<file path="src/rtl/dsp48_pkg.sv">
// dsp48_pkg: constants and types shared by the DSP48A1 operand pipeline.
//   MAX_DEPTH / MAX_CH / MAX_WIDTH : legal parameter ceilings for dsp_pipe_reg
//   *_WIDTH                        : native operand widths of the slice
//   ce_policy_t                    : what a stage does on a cycle with ce low
package dsp48_pkg;

  localparam int MAX_DEPTH = 4;
  localparam int MAX_CH    = 4;
  localparam int MAX_WIDTH = 48;

  localparam int A_WIDTH = 18;
  localparam int B_WIDTH = 18;
  localparam int C_WIDTH = 48;
  localparam int P_WIDTH = 48;
  localparam int M_WIDTH = 36;

  localparam int FILL_W = 3;

  // ZERO empties the pipe on ce low (legacy); HOLD stalls it.
  typedef enum logic {
    CE_POLICY_HOLD = 1'b0,
    CE_POLICY_ZERO = 1'b1
  } ce_policy_t;

  function automatic ce_policy_t to_ce_policy(input int ce_zero);
    return (ce_zero != 0) ? CE_POLICY_ZERO : CE_POLICY_HOLD;
  endfunction

endpackage

</file>
<file path="src/rtl/dsp_pipe_stage.sv">
// dsp_pipe_stage: one register stage carrying a data word and its valid bit.
//   clk     : rising-edge clock
//   i_clr   : synchronous clear of data and valid (highest priority)
//   i_en    : load i_data/i_valid; when low and not cleared, hold
//   i_data  : DATA_W-bit word from the previous stage
//   i_valid : valid bit from the previous stage
//   o_data  : registered word
//   o_valid : registered valid bit
module dsp_pipe_stage
  import dsp48_pkg::*;
#(
  parameter int DATA_W = A_WIDTH
) (
  input  logic              clk,
  input  logic              i_clr,
  input  logic              i_en,
  input  logic [DATA_W-1:0] i_data,
  input  logic              i_valid,
  output logic [DATA_W-1:0] o_data,
  output logic              o_valid
);

  always_ff @(posedge clk) begin
    if (i_clr) begin
      o_data  <= '0;
      o_valid <= 1'b0;
    end else if (i_en) begin
      o_data  <= i_data;
      o_valid <= i_valid;
    end
  end

endmodule

</file>
<file path="src/rtl/dsp_pipe_reg.sv">
// dsp_pipe_reg: 0..4 stage multi-lane operand pipeline with per-stage valid,
// selectable ce-low policy, synchronous flush and an occupancy count.
//   clk, rst  : rising-edge clock, synchronous active-high reset
//   ce        : clock enable for all stages
//   flush     : synchronous clear of all stages (beats ce)
//   in_data   : NUM_CH lanes, lane k at [k*WIDTH +: WIDTH]
//   in_valid  : qualifies in_data
//   out_data  : last-stage data (in_data when DEPTH = 0)
//   out_valid : last-stage valid (in_valid when DEPTH = 0)
//   fill      : number of stages holding a valid word
module dsp_pipe_reg
  import dsp48_pkg::*;
#(
  parameter int WIDTH   = 18,
  parameter int NUM_CH  = 1,
  parameter int DEPTH   = 1,
  parameter int CE_ZERO = 1
) (
  input  logic                    clk,
  input  logic                    rst,
  input  logic                    ce,
  input  logic                    flush,
  input  logic [NUM_CH*WIDTH-1:0] in_data,
  input  logic                    in_valid,
  output logic [NUM_CH*WIDTH-1:0] out_data,
  output logic                    out_valid,
  output logic [FILL_W-1:0]       fill
);

  localparam int         DW        = NUM_CH * WIDTH;
  localparam ce_policy_t CE_POLICY = to_ce_policy(CE_ZERO);

  if (WIDTH < 1 || WIDTH > MAX_WIDTH) begin : g_bad_width
    $error("dsp_pipe_reg: WIDTH out of range 1..48");
  end
  if (NUM_CH < 1 || NUM_CH > MAX_CH) begin : g_bad_ch
    $error("dsp_pipe_reg: NUM_CH out of range 1..4");
  end
  if (DEPTH < 0 || DEPTH > MAX_DEPTH) begin : g_bad_depth
    $error("dsp_pipe_reg: DEPTH out of range 0..4");
  end
  if (CE_ZERO != 0 && CE_ZERO != 1) begin : g_bad_ce
    $error("dsp_pipe_reg: CE_ZERO must be 0 or 1");
  end

  if (DEPTH == 0) begin : g_bypass
    assign out_data  = in_data;
    assign out_valid = in_valid;
    assign fill      = '0;

    logic w_unused;
    assign w_unused = &{1'b0, clk, rst, ce, flush};
  end else begin : g_pipe
    logic              w_clr;
    logic [DW-1:0]     w_data [DEPTH+1];
    logic [DEPTH:0]    w_valid;
    logic [FILL_W-1:0] r_fill;

    // Under the ZERO policy a ce-low cycle is just another clear.
    assign w_clr = rst | flush | (~ce & (CE_POLICY == CE_POLICY_ZERO));

    assign w_data[0]  = in_data;
    assign w_valid[0] = in_valid;

    for (genvar i = 0; i < DEPTH; i++) begin : g_stage
      dsp_pipe_stage #(.DATA_W(DW)) u_stage (
        .clk     (clk),
        .i_clr   (w_clr),
        .i_en    (ce),
        .i_data  (w_data[i]),
        .i_valid (w_valid[i]),
        .o_data  (w_data[i+1]),
        .o_valid (w_valid[i+1])
      );
    end

    // Incremental occupancy: one word may enter and one leave per shift.
    always_ff @(posedge clk) begin
      if (w_clr) begin
        r_fill <= '0;
      end else if (ce) begin
        r_fill <= r_fill + {{(FILL_W-1){1'b0}}, in_valid}
                         - {{(FILL_W-1){1'b0}}, w_valid[DEPTH]};
      end
    end

    assign out_data  = w_data[DEPTH];
    assign out_valid = w_valid[DEPTH];
    assign fill      = r_fill;
  end

endmodule

</file>
<file path="config.mk">
export PLATFORM = sky130hd
export DESIGN_NAME = dsp_pipe_reg
export DESIGN_NICKNAME = d
export VERILOG_FILES = /design/src/rtl/dsp48_pkg.sv /design/src/rtl/dsp_pipe_stage.sv /design/src/rtl/dsp_pipe_reg.sv
export SDC_FILE = /design/constraint.sdc
export NUM_CORES = 1
export LEC_CHECK = 0
export BUFFER_PORTS_ARGS = -buffer_cell sky130_fd_sc_hd__buf_2
export CAP_MARGIN = 25
export CORE_MARGIN = 1
export CORE_UTILIZATION = 46
export DETAILED_ROUTE_END_ITERATION = 10
export GPL_TIMING_DRIVEN = 0
export PLACE_DENSITY = 0.82
export REMOVE_ABC_BUFFERS = 1
export SETUP_SLACK_MARGIN = 0.3
export SLEW_MARGIN = 20
export SYNTH_ARGS = -nofsm -noshare
export SYNTH_HDL_FRONTEND = slang
export SYNTH_HIERARCHICAL = 1
export SYNTH_SLANG_ARGS = --single-unit
</file>
<file path="constraint.sdc">
create_clock -name clk -period 2.9 [get_ports clk]
set_clock_uncertainty 0.1 [all_clocks]
set_input_delay 0.58 -clock clk [delete_from_list [all_inputs] [get_ports clk]]
set_output_delay 0.58 -clock clk [all_outputs]
set_load 0.05 [all_outputs]
</file>
==> metrics.txt <==
Rows=15; Worst path slowest cell=or3b_1; Critical Path Stages=3; hold_sp=g_pipe.g_stage[0].u_stage/o_data[13]; antenna violations before repair=0; WS Path Type=input pin to flop; GR Util All Layers=15.1%; final hold violation count=0; residual DRC count=0; boundary pin count=45; worst hold path class=flop to flop; Peak VDD IR=around 0.45 mV; Yosys reg bits=22; largest net degree at the start of global routing=23; clock root cell=clkbuf_4; I/O Buffers=44; first-pass GRT wire length=between 2000 and 2500 um; worst-skew pair later-pin latency=0.29 ns; CP Data Arrival Time=~2.0 ns; setup TNS=0 ns; RD Place Congestion=approximately 0.65; core box area=~0.0017 sq mm; TritonCTS clock tree=done; Vias=650; Final nets=147; TritonRoute pass-1 iters=2; Pwr Density=~550 mW/mm^2; Mean Syn Cell Area=11.1 sq um; Worst path top cell family by delay=simple AND/OR/NAND/NOR gates; Routed wire per std cell=~10 um; DP Area=approximately 0.0011 sq mm; RSZ-0062 raised after global routing=false; synth warn=6; worst-margin pin slew=around 0.7 ns; WL final=between 1000 and 1500 um; reg-to-reg critical path endpoint=fill[2]; sequential area share after synthesis=between 50% and 60%; min Tclk post-route=1.84 ns; Via-to-Cell Ratio=~4.5; critical path required time=slightly above 3 ns; Final Slew Violations=0; Netlist cell types=12; Die H=about 45 um; post-route clock period utilization=a little over three fifths; Post CTS Setup Buffer Count=0; Overflow after GRT=0; setup violation total in the final timing report=0; CP Capture Type=flop; Ant. Diodes=0; Max Cap Violations=0; CTS max path bufs=2; Worst setup SP type=input pin; cells after synthesis=76; vias in the first global route=580; placed cell count=between 100 and 150; worst r2r path cells=8; cts bufs inserted=3; fin cells=approximately 150; worst setup path end=g_pipe.g_stage[0].u_stage/o_data[17]; crit-path cells=buf_2 > or3b_1 > nor2_1; Worst Slack Setup Final=between 1 and 1.5 ns; DIE WIDTH=between 40 and 50 um; Worst slew margin=54.1%; Routed Antenna Nets=0; H-tree Lvls=1; post-DP HPWL=~1100 um; effective utilization at floorplan=between 40% and 50%; crit path from=ce; dpl ws=0.720 ns; max incr delay on CP=0.71 ns; hold depth=2; # clock sinks=22; status=finished clean; Area Overhead vs Synth=31.1%; Mapped Area=846 sq um; # hold bufs at CTS=0; f_max=between 500 and 600 MHz; reg2reg start=fill[0]; die area=about 0.0020 sq mm; crit path buf inv count=1; clk slew on worst S/H paths=0.12 ns; Worst Path Max Fanout=22; cts repair resizes=0; leakage=around 0.6 nW; worst reg2reg setup slack=~1.2 ns; Final Instance Area=0.00111 sq mm; layout cells sized above 1=about two fifths; initial drt markers=3
## per-layer routing
layer  share of wire (%)  GRT usage (%)  vias up
li1                    -              -      331
met1                  44           17.1      287
met2                  49           27.1       30
met3                 6.4           2.80        2
met4                0.55           7.27        0
met5                   0              0        -
## cell type report
class	instances	area (sq um)
Tap cell	25	31.3
Timing Repair Buffer	44	220
Clock buffer	3	22.5
Clock inverter	1	30.0
Inverter	4	15.0
Multi-Input combinational cell	46	349
Sequential cell	22	440
Fill cell	162	618
## Yosys cell counts
master     n  area (sq um)
buf_12     1          20.0
buf_2      1          5.00
buf_6      1          11.3
clkbuf_2   1          5.00
dfxtp_1   22           440
fa_1       1          20.0
ha_1       2          25.0
inv_1      4          15.0
mux2i_1   19           190
nor2_1    22          82.6
or3b_1     1          8.76
xnor3_1    1          22.5
## cell usage in the layout (no fill, tap or decap), drive strengths merged
cell,n
xnor3,1
clkbuf,3
bufinv,1
fa,1
or3b,1
nor2,22
mux2i,19
dfxtp,22
inv,4
ha,2
buf,44
## sequential cells by signal (all words and copies together) (netlist names)
name / count
fill: 3
g_pipe.g_stage.u_stage/o_data: 18
g_pipe.g_stage.u_stage/o_valid: 1
## how the worst min path moves through the flow
stage | endpoint | slack [ns]
6_report | g_pipe.g_stage[0].u_stage/o_data[13] | 0.40
5_1_grt | g_pipe.g_stage[0].u_stage/o_data[1] | 0.41
4_1_cts | g_pipe.g_stage[0].u_stage/o_data[13] | 0.41
3_5_place_dp | g_pipe.g_stage[0].u_stage/o_data[13] | 0.38
3_3_place_gp | g_pipe.g_stage[0].u_stage/o_data[13] | 0.37
2_1_floorplan | g_pipe.g_stage[0].u_stage/o_data[0] | 0.63
## worst min-delay path: stages (launching register included)
cell and delay, ns:
dfxtp_1 0.34, mux2i_1 0.06, nor2_1 0.07
## per-stage QoR
step	power, W	hold slack [ns]	utilization [%]
2_1_floorplan	0.000359	0.627	-
3_3_place_gp	0.000386	0.368	61.2
3_5_place_dp	0.000389	0.376	61.2
4_1_cts	0.000614	0.408	64.2
5_1_grt	0.000627	0.411	64.2
6_report	0.000606	0.403	64.2
## power by group
part / switching, W / total [W] / internal [W] / leakage, nW
Sequential: 0.00000278 / 0.000310 / 0.000308 / 0.178
Clock: 0.0000856 / 0.000225 / 0.000139 / 0.0279
Combinational: 0.0000420 / 0.0000707 / 0.0000286 / 0.391
Total: 0.000130 / 0.000606 / 0.000476 / 0.597
## cells by family after synthesis
| logic type | Yosys count | share of synthesized area, % |
|---|---|---|
| and+or+nand+nor | 23 | 10.8 |
| DFF | 22 | 52.1 |
| muxes | 19 | 22.5 |
| buffers and inverters | 8 | 6.66 |
| adders and majority gates | 3 | 5.33 |
| xor gates and xnor gates | 1 | 2.66 |
(Power assumes the default switching activity.)
